==> config.mk <==
export PLATFORM = sky130hd
export DESIGN_NAME = address_range_decoder_programmable_flat
export DESIGN_NICKNAME = d
export VERILOG_FILES = /design/src/rtl/address_range_decoder_programmable_pkg.sv /design/src/rtl/address_range_decoder_programmable_if.sv /design/src/rtl/address_range_decoder_programmable_compare.sv /design/src/rtl/address_range_decoder_programmable.sv /design/src/flat_wrapper.sv
export SDC_FILE = /design/constraint.sdc
export NUM_CORES = 1
export LEC_CHECK = 0
export BUFFER_PORTS_ARGS = -buffer_cell sky130_fd_sc_hd__buf_4
export CORE_MARGIN = 2
export CORE_UTILIZATION = 39
export DETAILED_ROUTE_END_ITERATION = 7
export RECOVER_POWER = 50
export SKIP_CTS_REPAIR_TIMING = 1
export SYNTH_ARGS = -nofsm -noshare
export SYNTH_HDL_FRONTEND = slang
export SYNTH_SLANG_ARGS = --single-unit
==> constraint.sdc <==
create_clock -name clock -period 2.7 [get_ports clock]
set_input_delay 0.135 -clock clock [delete_from_list [all_inputs] [get_ports clock]]
set_output_delay 0.135 -clock clock [all_outputs]
set_load 0.03 [all_outputs]
==> src/rtl/address_range_decoder_programmable_pkg.sv <==
// Shared definitions for the programmable address range decoder:
// configuration field encodings, range register reset values and a
// ceil-log2 helper used to size the priority encoder.
package addr_range_decoder_pkg;

  // Field selected by a configuration write.
  typedef enum logic [1:0] {
    CFG_SEL_BASE     = 2'd0,
    CFG_SEL_BOUND    = 2'd1,
    CFG_SEL_ENABLE   = 2'd2,
    CFG_SEL_RESERVED = 2'd3
  } cfg_sel_e;

  // Reset values leave every range empty: base above bound, disabled.
  // Wide constants are sliced down to the configured address width.
  localparam int          RANGE_REG_MAX_WIDTH = 64;
  localparam logic [63:0] RANGE_BASE_RST      = {64{1'b1}};
  localparam logic [63:0] RANGE_BOUND_RST     = 64'd0;
  localparam logic        RANGE_ENABLE_RST    = 1'b0;

  // Smallest r with 2**r >= value (0 for value <= 1).
  function automatic int ceil_log2(input int value);
    int result;
    result = 0;
    for (int i = 0; i < 31; i++) begin
      if ((64'd1 << i) < 64'(value)) begin
        result = i + 1;
      end else begin
        result = result;
      end
    end
    return result;
  endfunction

endpackage

==> src/rtl/address_range_decoder_programmable_if.sv <==
// Bus bundle for the programmable address range decoder: configuration
// write port, lookup request and lookup result. The master drives the
// configuration and requests; the slave (the decoder) drives results.
interface address_range_decoder_programmable_if #(
  parameter int ADDR_WIDTH  = 32,
  parameter int RANGE_COUNT = 4,
  parameter int INDEX_WIDTH = 2
);

  logic                   cfg_wren;
  logic [INDEX_WIDTH-1:0] cfg_index;
  logic [1:0]             cfg_sel;
  logic [ADDR_WIDTH-1:0]  cfg_data;

  logic                   in_valid;
  logic [ADDR_WIDTH-1:0]  in_addr;

  logic                   out_valid;
  logic [ADDR_WIDTH-1:0]  out_addr;
  logic                   out_hit;
  logic [INDEX_WIDTH-1:0] out_index;
  logic [RANGE_COUNT-1:0] out_hit_vector;
  logic                   out_multi_hit;

  modport master (
    output cfg_wren, cfg_index, cfg_sel, cfg_data, in_valid, in_addr,
    input  out_valid, out_addr, out_hit, out_index, out_hit_vector, out_multi_hit
  );

  modport slave (
    input  cfg_wren, cfg_index, cfg_sel, cfg_data, in_valid, in_addr,
    output out_valid, out_addr, out_hit, out_index, out_hit_vector, out_multi_hit
  );

endinterface

==> src/rtl/address_range_decoder_programmable_compare.sv <==
// Single-range comparator: an address matches when the range is enabled
// and base <= addr <= bound (unsigned, inclusive). A range programmed with
// base > bound can never satisfy both bounds and therefore never matches.
module address_range_compare #(
  parameter int ADDR_WIDTH = 32
) (
  input  logic [ADDR_WIDTH-1:0] base,
  input  logic [ADDR_WIDTH-1:0] bound,
  input  logic                  enable,
  input  logic [ADDR_WIDTH-1:0] addr,
  output logic                  match
);

  // Inclusive unsigned window test gated by the range enable.
  always_comb begin
    match = enable && (addr >= base) && (addr <= bound);
  end

endmodule

==> src/rtl/address_range_decoder_programmable.sv <==
// Run-time programmable multi-range address decoder.
// Range registers are written through the configuration port; every
// lookup is compared against all ranges, the raw match vector is
// registered in stage 1, and stage 2 registers the vector, its OR, the
// lowest matching index and (optionally) a multiple-match flag.
// Optional feature macro: ADDR_RANGE_DECODER_MULTI_HIT_EN enables the
// registered out_multi_hit flag; without it out_multi_hit is tied to 0.
module address_range_decoder_programmable
  import addr_range_decoder_pkg::*;
#(
  parameter int ADDR_WIDTH  = 32,
  parameter int RANGE_COUNT = 4,
  parameter int INDEX_WIDTH = 2
) (
  input logic clock,
  input logic reset_n,
  address_range_decoder_programmable_if.slave bus
);

  // Width that exactly covers the range indices; zero-extended to the
  // port width so a wider INDEX_WIDTH is harmless.
  localparam int ENC_WIDTH = (ceil_log2(RANGE_COUNT) < 1) ? 1 : ceil_log2(RANGE_COUNT);

  localparam logic [ADDR_WIDTH-1:0] BASE_RST  = RANGE_BASE_RST[ADDR_WIDTH-1:0];
  localparam logic [ADDR_WIDTH-1:0] BOUND_RST = RANGE_BOUND_RST[ADDR_WIDTH-1:0];

  logic [RANGE_COUNT-1:0] match_s;

  logic                   s1_valid_r;
  logic [ADDR_WIDTH-1:0]  s1_addr_r;
  logic [RANGE_COUNT-1:0] s1_vec_r;

  logic [ENC_WIDTH-1:0]   enc_s;

  logic                   out_valid_r;
  logic [ADDR_WIDTH-1:0]  out_addr_r;
  logic                   out_hit_r;
  logic [INDEX_WIDTH-1:0] out_index_r;
  logic [RANGE_COUNT-1:0] out_vec_r;

  // Per-range register set and comparator. A write only lands in the range
  // whose index equals cfg_index, so indices >= RANGE_COUNT select nothing.
  for (genvar i = 0; i < RANGE_COUNT; i++) begin : g_range
    logic                  wr_sel_s;
    logic [ADDR_WIDTH-1:0] base_r;
    logic [ADDR_WIDTH-1:0] bound_r;
    logic                  enable_r;

    assign wr_sel_s = bus.cfg_wren && (bus.cfg_index == INDEX_WIDTH'(i));

    // Update the selected field of this range; reserved field writes are dropped.
    always_ff @(posedge clock or negedge reset_n) begin
      if (!reset_n) begin
        base_r   <= BASE_RST;
        bound_r  <= BOUND_RST;
        enable_r <= RANGE_ENABLE_RST;
      end else if (wr_sel_s) begin
        case (cfg_sel_e'(bus.cfg_sel))
          CFG_SEL_BASE:     base_r   <= bus.cfg_data;
          CFG_SEL_BOUND:    bound_r  <= bus.cfg_data;
          CFG_SEL_ENABLE:   enable_r <= bus.cfg_data[0];
          CFG_SEL_RESERVED: enable_r <= enable_r;
          default:          enable_r <= enable_r;
        endcase
      end
    end

    address_range_compare #(
      .ADDR_WIDTH (ADDR_WIDTH)
    ) u_compare (
      .base   (base_r),
      .bound  (bound_r),
      .enable (enable_r),
      .addr   (bus.in_addr),
      .match  (match_s[i])
    );
  end

  // Stage 1: capture the request and the raw match vector. Comparison uses
  // range values from before any same-edge write. Data holds during bubbles.
  always_ff @(posedge clock or negedge reset_n) begin
    if (!reset_n) begin
      s1_valid_r <= 1'b0;
      s1_addr_r  <= '0;
      s1_vec_r   <= '0;
    end else begin
      s1_valid_r <= bus.in_valid;
      if (bus.in_valid) begin
        s1_addr_r <= bus.in_addr;
        s1_vec_r  <= match_s;
      end
    end
  end

  // Priority encoder: scan from the top so the lowest set index is the last write.
  always_comb begin
    enc_s = '0;
    for (int i = RANGE_COUNT - 1; i >= 0; i--) begin
      if (s1_vec_r[i]) begin
        enc_s = ENC_WIDTH'(i);
      end else begin
        enc_s = enc_s;
      end
    end
  end

  // Stage 2: register the final result; data holds and only valid drops on a bubble.
  always_ff @(posedge clock or negedge reset_n) begin
    if (!reset_n) begin
      out_valid_r <= 1'b0;
      out_addr_r  <= '0;
      out_hit_r   <= 1'b0;
      out_index_r <= '0;
      out_vec_r   <= '0;
    end else begin
      out_valid_r <= s1_valid_r;
      if (s1_valid_r) begin
        out_addr_r  <= s1_addr_r;
        out_hit_r   <= |s1_vec_r;
        out_index_r <= INDEX_WIDTH'(enc_s);
        out_vec_r   <= s1_vec_r;
      end
    end
  end

`ifdef ADDR_RANGE_DECODER_MULTI_HIT_EN
  logic out_multi_r;

  // Two or more bits set: clearing the lowest set bit still leaves a one.
  function automatic logic at_least_two(input logic [RANGE_COUNT-1:0] vec);
    return (vec & (vec - RANGE_COUNT'(1'b1))) != '0;
  endfunction

  // Multiple-match flag registered alongside the other stage-2 fields.
  always_ff @(posedge clock or negedge reset_n) begin
    if (!reset_n) begin
      out_multi_r <= 1'b0;
    end else if (s1_valid_r) begin
      out_multi_r <= at_least_two(s1_vec_r);
    end
  end

  assign bus.out_multi_hit = out_multi_r;
`else
  assign bus.out_multi_hit = 1'b0;
`endif

  assign bus.out_valid      = out_valid_r;
  assign bus.out_addr       = out_addr_r;
  assign bus.out_hit        = out_hit_r;
  assign bus.out_index      = out_index_r;
  assign bus.out_hit_vector = out_vec_r;

endmodule

==> src/flat_wrapper.sv <==
// flat-port wrapper written by rule: the top's interface ports become plain ports
module address_range_decoder_programmable_flat import addr_range_decoder_pkg::*;
#(
  parameter int ADDR_WIDTH  = 32,
  parameter int RANGE_COUNT = 4,
  parameter int INDEX_WIDTH = 2
)
  (clock, reset_n, bus_cfg_wren, bus_cfg_index, bus_cfg_sel, bus_cfg_data, bus_in_valid, bus_in_addr, bus_out_valid, bus_out_addr, bus_out_hit, bus_out_index, bus_out_hit_vector, bus_out_multi_hit);
  address_range_decoder_programmable_if #(.ADDR_WIDTH(ADDR_WIDTH), .RANGE_COUNT(RANGE_COUNT), .INDEX_WIDTH(INDEX_WIDTH)) bus_i ();
  input logic clock;
  input logic reset_n;
  input wire logic [$bits(bus_i.cfg_wren)-1:0] bus_cfg_wren;
  input wire logic [$bits(bus_i.cfg_index)-1:0] bus_cfg_index;
  input wire logic [$bits(bus_i.cfg_sel)-1:0] bus_cfg_sel;
  input wire logic [$bits(bus_i.cfg_data)-1:0] bus_cfg_data;
  input wire logic [$bits(bus_i.in_valid)-1:0] bus_in_valid;
  input wire logic [$bits(bus_i.in_addr)-1:0] bus_in_addr;
  output wire logic [$bits(bus_i.out_valid)-1:0] bus_out_valid;
  output wire logic [$bits(bus_i.out_addr)-1:0] bus_out_addr;
  output wire logic [$bits(bus_i.out_hit)-1:0] bus_out_hit;
  output wire logic [$bits(bus_i.out_index)-1:0] bus_out_index;
  output wire logic [$bits(bus_i.out_hit_vector)-1:0] bus_out_hit_vector;
  output wire logic [$bits(bus_i.out_multi_hit)-1:0] bus_out_multi_hit;
  assign bus_i.cfg_wren = bus_cfg_wren;
  assign bus_i.cfg_index = bus_cfg_index;
  assign bus_i.cfg_sel = bus_cfg_sel;
  assign bus_i.cfg_data = bus_cfg_data;
  assign bus_i.in_valid = bus_in_valid;
  assign bus_i.in_addr = bus_in_addr;
  assign bus_out_valid = bus_i.out_valid;
  assign bus_out_addr = bus_i.out_addr;
  assign bus_out_hit = bus_i.out_hit;
  assign bus_out_index = bus_i.out_index;
  assign bus_out_hit_vector = bus_i.out_hit_vector;
  assign bus_out_multi_hit = bus_i.out_multi_hit;
  address_range_decoder_programmable #(.ADDR_WIDTH(ADDR_WIDTH), .RANGE_COUNT(RANGE_COUNT), .INDEX_WIDTH(INDEX_WIDTH)) u_core (.clock(clock), .reset_n(reset_n), .bus(bus_i));
endmodule
==> summary.md, run 1 <==
| Metric | Value |
|---|---|
| Primary flip-flop cell chosen by synthesis mapping | `sky130_fd_sc_hd__dfrtp_1` |
| Top-Level Pins | `around 110` |
| Total via count in the routed design | `~14k` |
| Register area share after synthesis | `45.57%` |
| Gpl congestion | `0.8357` |
| Remaining antenna violation count | `0` |
| Length of the first detailed-routing pass in iterations | `5` |
| Minimum period implied by the final worst setup slack | `between 2 and 2.5 ns` |
| Violation count after the first detailed-routing iteration | `650` |
| Count of input and output buffers | `between 100 and 150` |
| Class of the tightest hold or removal check | `primary input to flop` |
| Initial cell density of the core | `39.49%` |
| Area of the core region | `around 0.048 mm^2` |
| Average wire length per cell after detail routing | `about 19 um` |
| Max-cap violations | `2` |
| Count of different cell masters after synthesis | `a little over 50` |
| Largest family of logic cells by synthesized area | `adder cells` |
| Slew margin rel. | `-23.61%` |
| Post-synthesis mux area share | `10.99%` |
| Number of warnings printed during yosys synthesis | `0` |
| Max stage delay cell, worst path | `sky130_fd_sc_hd__dfstp_2` |
| Post-detailed-placement cell area | `0.02052 mm^2` |
| Post-Syn Instances | `1814` |
| Via count of the first global-routing pass | `14.06k` |
| Most common cell in the synthesized netlist | `sky130_fd_sc_hd__ha_1` |
| WP data arrival | `2.93 ns` |
| Worst Setup End Kind | `flop` |
| Share of power burned in registers | `39.7%` |
| Final instance area | `0.02260 mm^2` |
| CP Launch Type | `flop` |
| Fraction of power spent switching nets | `30.04%` |
| Initial antenna violation count | `0` |
| Clock tree from TritonCTS | `built` |
| Row cnt | `80` |
| Area added between synthesis and finish | `19.87%` |
| Mean area per synthesized cell | `10.40 um^2` |
| CTS HTree Levels | `2` |
| Number of clock sinks | `337` |
| Ratio of cells with drive above 1 in the final layout | `25.15%` |
| Clock root cell | `sky130_fd_sc_hd__clkbuf_16` |
| Part of the power in combinational logic | `26.1%` |
| Simple-gate portion of the synthesized area | `8.905%` |
| Total buffers and inverters traversed by the critical path | `1` |
| Final WL | `49990 um` |
| Register bit count reported by yosys | `between 300 and 400` |
| DRC | `0` |
| Buffer depth of the longest clock path | `3` |
| Largest delay contributor family on the critical path | `compound AO/OA/AOI/OAI gates` |
| Chip width | `about 220 um` |
| Largest area contributor in the synthesized netlist | `sky130_fd_sc_hd__dfrtp_1` |
| Main area contributors after synthesis | `sky130_fd_sc_hd__dfrtp_1 (28%), sky130_fd_sc_hd__dfstp_2 (18%), sky130_fd_sc_hd__ha_1 (17%)` |
| Asr flop ratio synth | `100.0%` |
| Actual slew at the worst max-slew pin | `1.854 ns` |
| Worst clock skew | `0.01650 ns` |
| HPWL Detailed | `around 35000 um` |
| Via-to-Cell Ratio | `5.166` |
| Ordered cell list for the critical path | `inv_1 > ha_1 > nand4_1 > nor4_1 > o211ai_1 > a31oi_1 > a211oi_1 > o32ai_1` |
| WP data required | `3.16 ns` |
| Cts bufs inserted | `41` |
| Violations in the final reports | `hold timing, capacitance limit, slew limit` |
| Final Setup Violations | `0` |
| Number of enable-type register cells in the synthesized netlist | `0` |
| GRT Overall Usage | `about 20%` |
| CP max stage delay | `0.53 ns` |
| Max VDD drop | `400.1 uV` |
| Setup TNS | `0 ns` |
| Largest fanout on the critical path | `3` |
| Net switching component of the power | `5.247 mW` |
| Startpoint of the lowest-slack register-to-register path | `u_core.g_range[1].base_r[15]` |
| WS Path Type | `flop to flop` |
| Number of fill cells in the layout | `4305` |
| Die height | `223.9 um` |
| Fraction of synthesized cell area taken by the top area cell type | `27.74%` |
| Final number of max-transition violations | `99` |
| Clock Latency Late Sink | `around 0.56 ns` |
| Pin count of the biggest net entering global routing | `68` |
| Total Nets Final | `~2.3k` |
| RSZ-0062 raised after global routing | `false` |
| Synthesized net count | `2142` |
| First-pass GRT wire length | `78360 um` |
| Final hold violation count | `1` |
| Clock slew at the register clock pins of the worst setup and hold paths | `0.06 ns` |
| Lkg Pwr | `10.59 nW` |
| Post-synthesis adder-cell area fraction | `16.99%` |
| Cell area after synthesis | `0.01886 mm^2` |
| WHS | `-0.005645 ns` |
| Post-synthesis compound-gate area fraction | `11.20%` |
| Most used standard cells in the synthesized netlist | `sky130_fd_sc_hd__ha_1 (256), sky130_fd_sc_hd__inv_1 (255), sky130_fd_sc_hd__nand2_1 (231)` |
| Maximum achievable frequency | `between 400 and 500 MHz` |
| Die Area | `0.05013 mm^2` |
| Power density cells | `slightly below 800 mW/mm^2` |
| Remaining global-route overflow | `0` |
| Outcome | `finished, violations left` |
| Post-synthesis xor/xnor area fraction | `0%` |
| CP Launch Point | `u_core.g_range[1].base_r[15]` |
| Clock power frac | `34.3%` |
| Final Cycle Share | `approximately nine tenths` |
| Final antenna diode count | `0` |
| Min-delay src | `bus_in_addr[19]` |
| Total internal power | `12.22 mW` |
## power by group through the flow
stage | clock network (mW) | logic [mW] | registers, mW
floorplan | 0 | 2.85 | 7.07
global placement | 0 | 4.31 | 6.97
detailed placement | 0 | 4.50 | 7.00
CTS | 6.12 | 4.53 | 6.93
global route | 6.33 | 5.21 | 7.05
finish | 5.98 | 4.55 | 6.93
## routing by layer
layer	track usage, %	up-vias	part of all wire, %
met5	0	-	0
met4	7.290	0	3.5
met3	2.846	99	3.6
met2	33.55	271	47
met1	26.54	6704	46
li1	-	6643	-
## sequential cells by signal, indices dropped and copies added (netlist names)
register                   flops
u_core.g_range.base_r        128
u_core.g_range.bound_r       128
u_core.bus.out_addr           32
u_core.s1_addr_r              32
u_core.bus.out_hit_vector      4
u_core.g_range.enable_r        4
u_core.s1_vec_r                4
u_core.bus.out_index           2
u_core.bus.out_hit             1
u_core.bus.out_valid           1
u_core.s1_valid_r              1
## cells in the final DEF, fill, tap and decap left out, drive strengths merged, types with 3 or more instances in the layout
master and instances:
nand2b 8, a221o 3, o31ai 3, and4 17
o211ai 5, bufinv 5, nor3 8, o21ai 192
and2 3, nand3 15, inv 256, a221oi 8
o21a 11, dfstp 128, clkinv 7, mux2 174
nor2b 7, dlygate4sd3 66, a21o 13, a21oi 101
clkbuf 70, a2111oi 6, nor2 32, ha 256
nand3b 3, a41oi 3, a31oi 3, buf 128
nand4 31, nand2 231, dfrtp 209, o32ai 3
nor4 8, a211oi 9
## metrics by stage
step / worst slack (ns) / utilization [%] / std cells / hold slack [ns] / power [mW]
detailed placement: 0.2138 / 42.98 / 2513 / 0.1201 / 11.50
floorplan: 0.6676 / - / 1814 / -0.1606 / 9.919
CTS: 0.2218 / 46.07 / 2589 / -0.4554 / 17.58
global route: 0.06671 / 47.34 / 2655 / 0.0005062 / 18.59
global placement: 0.2575 / 42.98 / 2513 / 0.1314 / 11.27
finish: 0.2286 / 47.34 / 2655 / -0.005645 / 17.47
## kinds of logic (layout without fill, tap and decap cells)
| logic type | after synthesis | in the layout |
|---|---|---|
| AND/OR/NAND/NOR | 367 | 367 |
| buffers and inverters | 307 | 533 |
| multiplexers | 174 | 174 |
| adder cells (fa/ha/maj) | 256 | 256 |
| AO/OA/AOI/OAI | 372 | 372 |
| other | 1 | 1 |
| flip-flops | 337 | 337 |
## area by class of cell
class	count	area [um^2]	area share, %
clock buffer	62	1277	5.652
clock inverter	14	201.4	0.8912
timing repair buffer	202	1723	7.622
sequential	337	8594	38.02
inverter	255	957.2	4.234
multi-input combinational	1170	9081	40.17
tap	615	769.5	3.404
## worst paths after layout
check / end / slack (ns) / cells after the start
setup reg to reg: u_core.s1_vec_r[1] / 0.23 / 8
hold / removal: u_core.s1_addr_r[19] / -0.006 / 2
hold reg to reg: u_core.bus.out_addr[21] / 0.50 / 1
max in group asynchronous: u_core.bus.out_addr[18] / 0.52 / 3
min in group asynchronous: u_core.bus.out_valid / 0.66 / 2
setup / recovery: u_core.s1_vec_r[1] / 0.23 / 8
No activity file was read; power rests on OpenSTA's default activity.
==> inputs of run 2 (changes only) <==
Settings changed: GPL_TIMING_DRIVEN set to 0, PLACE_DENSITY set to 0.57.
==> run 2 against run 1 <==
Effect of this change:
- the run ends with capacitance limit, slew limit left
- clock power down 3.8%
- setup slack worse by 0.16 ns
- critical path depth unchanged
- hold slack better by 0.0064 ns
- power down 1.8%
==> summary.md, run 2 (same netlist as run 1, synthesis figures left out) <==
| Metric | Value |
|---|---|
| Outcome | `finished, violations left` |
| Violations in the final reports | `capacitance limit, slew limit` |
| Worst clock skew | `0.02030 ns (+0.003800 ns)` |
| Clock root cell | `sky130_fd_sc_hd__clkbuf_16` |
| Total via count in the routed design | `14.06k (+2.5%)` |
| CTS HTree Levels | `2 (unchanged)` |
| Minimum period implied by the final worst setup slack | `2.629 ns (+0.1577 ns)` |
| Top-Level Pins | `113 (unchanged)` |
| Seq. cell area | `0.008593 mm^2 (about the same)` |
| Power Total | `17.15 mW (-1.8%)` |
| Final Setup Violations | `0 (unchanged)` |
| Buffer depth of the longest clock path | `3 (unchanged)` |
| Clock Latency Late Sink | `0.57 ns (about the same)` |
| Total Nets Final | `2363 (+1.2%)` |
| Actual slew at the worst max-slew pin | `1.775 ns (-0.07897 ns)` |
| Registers with the highest flip-flop counts | `u_core.g_range.base_r (128), u_core.g_range.bound_r (128)` |
| Pin count of the biggest net entering global routing | `107 (+57%)` |
| First-pass GRT wire length | `81970 um (+4.6%)` |
| Startpoint of the lowest-slack register-to-register path | `u_core.g_range[0].base_r[11]` |
| Largest fanout on the critical path | `2 (-1)` |
| Number of clock sinks | `337 (unchanged)` |
| WS Path Type | `flop to flop` |
| Setup ws final | `0.07088 ns (-0.1577 ns)` |
| Area used by multi-input combinational logic | `0.008999 mm^2 (-0.91%)` |
| Chip width | `223.9 um (unchanged)` |
| Via-to-Cell Ratio | `5.239 (+1.4%)` |
| Slew margin rel. | `-18.35% (+5.3 points)` |
| Row cnt | `80 (unchanged)` |
| Count of input and output buffers | `109 (-1.8%)` |
| Clock tree from TritonCTS | `built` |
| WP data arrival | `3.04 ns (+0.11 ns)` |
| HPWL Detailed | `36880 um (+5.2%)` |
| Area added between synthesis and finish | `19.16%` |
| Largest delay contributor family on the critical path | `compound AO/OA/AOI/OAI gates` |
| Leading cell type in the layout, fill and taps excluded | `sky130_fd_sc_hd__ha_1` |
| Number of fill cells in the layout | `4446 (+3.3%)` |
| Area of the core region | `0.04775 mm^2 (unchanged)` |
| Max VDD drop | `400.4 uV (about the same)` |
| Violation count after the first detailed-routing iteration | `722 (+11%)` |
| CP max stage delay | `0.53 ns (about the same)` |
| Ratio of cells with drive above 1 in the final layout | `22.53% (-2.6 points)` |
| Average wire length per cell after detail routing | `19.74 um (+4.8%)` |
| CP Launch Type | `flop` |
| Worst hold path endpoint | `u_core.g_range[0].enable_r` |
| Min-delay src | `bus_cfg_sel[1]` |
| Power density cells | `763.1 mW/mm^2 (-1.2%)` |
| Most frequent cells in the layout | `sky130_fd_sc_hd__ha_1 (256), sky130_fd_sc_hd__inv_1 (255), sky130_fd_sc_hd__nand2_1 (231)` |
| Total buffers and inverters traversed by the critical path | `1 (unchanged)` |
| Length of the first detailed-routing pass in iterations | `5 (unchanged)` |
| Die height | `223.9 um (unchanged)` |
| Maximum achievable frequency | `380.4 MHz (-6.0%)` |
| RSZ-0062 raised after global routing | `false` |
| Clock slew at the register clock pins of the worst setup and hold paths | `0.06 ns (about the same)` |
| Via count of the first global-routing pass | `14.14k (+0.58%)` |
| Remaining global-route overflow | `0 (unchanged)` |
| Ordered cell list for the critical path | `inv_1 > ha_1 > a21oi_1 > o21ai_0 > a21oi_1 > o21ai_1 > a21oi_1 > o32ai_1` |
| Most prevalent standard cell on the critical path | `sky130_fd_sc_hd__a21oi_1` |
| Class of the tightest hold or removal check | `primary input to flop` |
| WP data required | `3.11 ns (-0.05 ns)` |
| Initial cell density of the core | `39.49% (unchanged)` |
| Pre-CTS setup slack | `-0.2986 ns (-0.5125 ns)` |
| CP Launch Point | `u_core.g_range[0].base_r[11]` |
| Final Cycle Share | `97.37% (+5.8 points)` |
| Worst hold path cell count | `3 (+1)` |
| Initial antenna violation count | `2 (+2)` |
| Die Area | `0.05013 mm^2 (unchanged)` |
| Final hold violation count | `0 (-1)` |
| Finished Core Util | `47.06% (-0.28 points)` |
| Final number of max-transition violations | `73 (-26%)` |
| DRC | `0 (unchanged)` |
| R2R depth | `8 (unchanged)` |
| GRT Overall Usage | `21.40% (+1.3 points)` |
| Register-to-register path setup slack | `0.07 ns (-0.16 ns)` |
| Endpoint of the lowest-slack register-to-register path | `u_core.s1_vec_r[0]` |
| Gpl congestion | `0.8734 (+4.5%)` |
| Max stage delay cell, worst path | `sky130_fd_sc_hd__dfstp_2` |
| Max-cap violations | `2 (unchanged)` |
| Worst Setup End Kind | `flop` |
| Cts bufs inserted | `41 (unchanged)` |
| Lkg Pwr | `10.39 nW (-1.8%)` |
| Remaining antenna violation count | `0 (unchanged)` |
| Final WL | `52970 um (+6.0%)` |
[run 2: cell types whose count changed in the layout (fill, tap and decap cells not counted), moves of 5 or more]
cell,change
sky130_fd_sc_hd__buf_1,+5
sky130_fd_sc_hd__buf_12,-5
sky130_fd_sc_hd__buf_2,+5
sky130_fd_sc_hd__buf_4,-17
sky130_fd_sc_hd__clkbuf_1,+44
sky130_fd_sc_hd__mux2_1,+27
sky130_fd_sc_hd__mux2_4,-27
[run 2: worst max path at each step]
| stage | end | cells after the start |
|---|---|---|
| after floorplan | u_core.s1_vec_r[2] | 8 |
| after global placement | u_core.bus.out_addr[3] | 1 |
| after detailed placement | u_core.s1_vec_r[3] | 9 |
| after CTS | u_core.s1_vec_r[2] | 7 |
| after global routing | u_core.s1_vec_r[1] | 8 |
| final | u_core.s1_vec_r[0] | 8 |
[run 2: worst min-delay path, stage by stage]
cell	delay [ns]
sky130_fd_sc_hd__buf_2	0.16
sky130_fd_sc_hd__nand3b_1	0.10
sky130_fd_sc_hd__mux2_2	0.14
[run 2: where the power goes]
part,total (mW),switching (mW),internal [mW]
sequential,6.89,0.429,6.46
clock,5.75,2.26,3.49
combinational,4.50,2.56,1.94
total,17.1,5.25,11.9
[run 2: per-layer routing]
layer	GRT usage [%]	share of wire (%)	up-vias
met1	28.21	45	7009
met5	0	0.026	-
met2	35.98	48	285
met4	7.720	2.8	2
li1	-	-	6688
met3	2.925	4.0	77
[run 2: cell type report]
| class | count | area share (%) |
|---|---|---|
| multi-input cells | 1170 | 40.05 |
| flip-flops and latches | 337 | 38.24 |
| repair buffers | 178 | 6.816 |
| clock buffers | 66 | 5.797 |
| inverters | 255 | 4.260 |
| well taps | 615 | 3.425 |
| plain buffers | 52 | 0.9132 |
| clock inverters | 10 | 0.4845 |
| diodes | 1 | 0.01114 |
[run 2: through the flow]
step	TNS (ns)	instances	cell area, um^2	hold WS [ns]
2_1_floorplan	0	1814	18860	-0.1606
3_3_place_gp	-443.66	2538	20440	0.3291
3_5_place_dp	-0.7916	2541	20530	0.1298
4_1_cts	-0.6685	2617	21950	-0.4665
5_1_grt	0	2683	22470	0.01116
6_report	0	2684	22470	0.0007149
==> inputs of run 3 (changes only) <==
Settings changed: CORE_ASPECT_RATIO set to 0.6.
==> run 3 against run 2 <==
Effect of this change:
- the run ends with hold timing, slew limit left
- die area is 0.11% higher
- clock-buffer cell count is 11 lower
- hold slack worse by 0.0053 ns
- critical path depth is 1 higher
- clock skew is 0.010 ns higher
- flip-flop and latch count stayed put
- non-clock buffer count is 7 lower
- sequential power hardly changed
- register-to-register slack hardly changed
- largest cell class unchanged
==> summary.md, run 3 (same netlist as run 1, synthesis figures left out) <==
| Metric | Value |
|---|---|
| Worst Setup End Kind | `flop` |
| Die Area | `0.05018 mm^2 (+0.11%)` |
| Largest delay contributor family on the critical path | `compound AO/OA/AOI/OAI gates` |
| Max-cap violations | `0 (-2)` |
| Violations in the final reports | `hold timing, slew limit` |
| Final Cycle Share | `97.09% (-0.28 points)` |
| GRT Overall Usage | `22.19% (+0.79 points)` |
| Slew margin rel. | `-0.8548% (+17 points)` |
| CP max stage delay | `0.53 ns (about the same)` |
| Final instance area | `0.02219 mm^2 (-1.2%)` |
| Length of the first detailed-routing pass in iterations | `5 (unchanged)` |
| Via-to-Cell Ratio | `5.268 (+0.55%)` |
| Power density cells | `757.1 mW/mm^2 (-0.78%)` |
| Count of input and output buffers | `109 (unchanged)` |
| Ordered cell list for the critical path | `inv_1 > ha_1 > nand4_1 > buf_4 > nor4_4 > o211ai_1 > a31oi_1 > a211oi_2 > o32ai_1` |
| Average wire length per cell after detail routing | `20.50 um (+3.9%)` |
| Final WL | `55200 um (+4.2%)` |
| Maximum achievable frequency | `381.5 MHz (+0.29%)` |
| Top-Level Pins | `113 (unchanged)` |
| Final hold violation count | `1 (+1)` |
| Buffer depth of the longest clock path | `3 (unchanged)` |
| Setup ws final | `0.07844 ns (+0.007561 ns)` |
| Number of gates on the worst path with buffers counted | `9 (+1)` |
| Final number of max-transition violations | `71 (-2.7%)` |
| CP Launch Type | `flop` |
| Total Nets Final | `2351 (-0.51%)` |
| Pre-CTS setup slack | `-0.4275 ns (-0.1289 ns)` |
| Max VDD drop | `382.5 uV (-4.5%)` |
| Number of fill cells in the layout | `4533 (+2.0%)` |
| Remaining antenna violation count | `0 (unchanged)` |
| Power Total | `16.80 mW (-2.0%)` |
| Initial cell density of the core | `39.46% (about the same)` |
| Clock root cell | `sky130_fd_sc_hd__clkbuf_16` |
| Gpl congestion | `0.8547 (-2.1%)` |
| Lkg Pwr | `10.20 nW (-1.9%)` |
| Remaining global-route overflow | `0 (unchanged)` |
| Area used by multi-input combinational logic | `0.009035 mm^2 (+0.40%)` |
| WHS | `-0.004588 ns (-0.005303 ns)` |
| Clock tree from TritonCTS | `built` |
| Registers with the highest flip-flop counts | `u_core.g_range.base_r (128), u_core.g_range.bound_r (128)` |
| Number of clock sinks | `337 (unchanged)` |
| Register-to-register path setup slack | `0.08 ns (about the same)` |
| Clock slew at the register clock pins of the worst setup and hold paths | `0.06 ns (about the same)` |
| Initial antenna violation count | `4 (+2)` |
| Total buffers and inverters traversed by the critical path | `2 (+1)` |
| Leading cell type in the layout, fill and taps excluded | `sky130_fd_sc_hd__ha_1` |
| Class of the tightest hold or removal check | `primary input to flop` |
| Clock Latency Late Sink | `0.56 ns (about the same)` |
| Pin count of the biggest net entering global routing | `115 (+7.5%)` |
| WS Path Type | `flop to flop` |
| WP data required | `3.16 ns (+0.05 ns)` |
| Minimum period implied by the final worst setup slack | `2.622 ns (-0.007561 ns)` |
| WP data arrival | `3.08 ns (+0.04 ns)` |
| CTS HTree Levels | `2 (unchanged)` |
| DRC | `0 (unchanged)` |
| Actual slew at the worst max-slew pin | `1.513 ns (-0.2624 ns)` |
| Violation count after the first detailed-routing iteration | `1003 (+39%)` |
| Area of the core region | `0.04779 mm^2 (about the same)` |
| Area added between synthesis and finish | `17.67%` |
| Worst hold path cell count | `2 (-1)` |
| Seq. cell area | `0.008593 mm^2 (unchanged)` |
| Row cnt | `62 (-23%)` |
| Outcome | `finished, violations left` |
| R2R depth | `9 (+1)` |
| Largest fanout on the critical path | `3 (+1)` |
| Most frequent cells in the layout | `sky130_fd_sc_hd__ha_1 (256), sky130_fd_sc_hd__inv_1 (255), sky130_fd_sc_hd__nand2_1 (231)` |
| Worst clock skew | `0.03066 ns (+0.01036 ns)` |
| Die height | `174.3 um (-22%)` |
| Final Setup Violations | `0 (unchanged)` |
| Via count of the first global-routing pass | `13.85k (-2.1%)` |
| Post-detailed-placement cell area | `0.02057 mm^2 (+0.15%)` |
| Ratio of cells with drive above 1 in the final layout | `21.26% (-1.3 points)` |
| Max stage delay cell, worst path | `sky130_fd_sc_hd__dfstp_2` |
| First-pass GRT wire length | `83570 um (+2.0%)` |
| Total via count in the routed design | `14.18k (+0.85%)` |
| Chip width | `287.9 um (+29%)` |
| HPWL Detailed | `39320 um (+6.6%)` |
| Cts bufs inserted | `36 (-12%)` |
-- run 3: path summary, 6_finish.rpt --
| kind | start | end |
|---|---|---|
| worst max-delay path | u_core.g_range[1].base_r[13] | u_core.s1_vec_r[1] |
| worst min-delay path | bus_in_addr[12] | u_core.s1_addr_r[12] |
| worst max register to register | u_core.g_range[1].base_r[13] | u_core.s1_vec_r[1] |
| worst min register to register | u_core.s1_addr_r[15] | u_core.bus.out_addr[15] |
| max in group asynchronous | reset_n | u_core.s1_addr_r[27] |
| min in group asynchronous | reset_n | u_core.bus.out_addr[10] |
-- run 3: power breakdown --
part	switching (mW)	internal, mW
clock	2.18	3.17
combinational	2.67	1.88
sequential	0.442	6.46
-- run 3: stage by stage --
stage                     hold slack (ns)  util [%]  std cells  setup TNS [ns]
after floorplan                   -0.1606         -       1814               0
after global placement             0.3258     42.85       2563         -447.74
after detailed placement          0.02801     43.04       2566         -0.9827
after CTS                         -0.5399     45.65       2632          -1.028
after global routing            0.0005065     46.43       2691       -0.007941
final                           -0.004588     46.43       2692               0
-- run 3: cell type report --
| class | instances | share of cell area, % |
|---|---|---|
| inverters | 255 | 4.314 |
| plain buffers | 52 | 0.9248 |
| diodes | 1 | 0.01128 |
| flip-flops and latches | 337 | 38.73 |
| well taps | 640 | 3.609 |
| clock buffers | 55 | 4.883 |
| repair buffers | 171 | 6.062 |
| clock inverters | 11 | 0.7500 |
| multi-input cells | 1170 | 40.72 |
-- run 3: worst register-to-register path: stages (launching register included) --
cell and delay (ns):
sky130_fd_sc_hd__dfstp_2 0.53, sky130_fd_sc_hd__inv_1 0.05, sky130_fd_sc_hd__ha_1 0.29, sky130_fd_sc_hd__nand4_1 0.09, sky130_fd_sc_hd__buf_4 0.17, sky130_fd_sc_hd__nor4_4 0.33, sky130_fd_sc_hd__o211ai_1 0.24, sky130_fd_sc_hd__a31oi_1 0.43
sky130_fd_sc_hd__a211oi_2 0.13, sky130_fd_sc_hd__o32ai_1 0.29
-- run 3: metal layers --
layer / global-route usage, % / wire length (um) / vias up
li1: - / - / 6681
met1: 34.88 / 28560 / 7072
met2: 29.64 / 21720 / 363
met3: 6.404 / 4121 / 65
met4: 4.426 / 805 / 0
met5: 0 / 0 / -
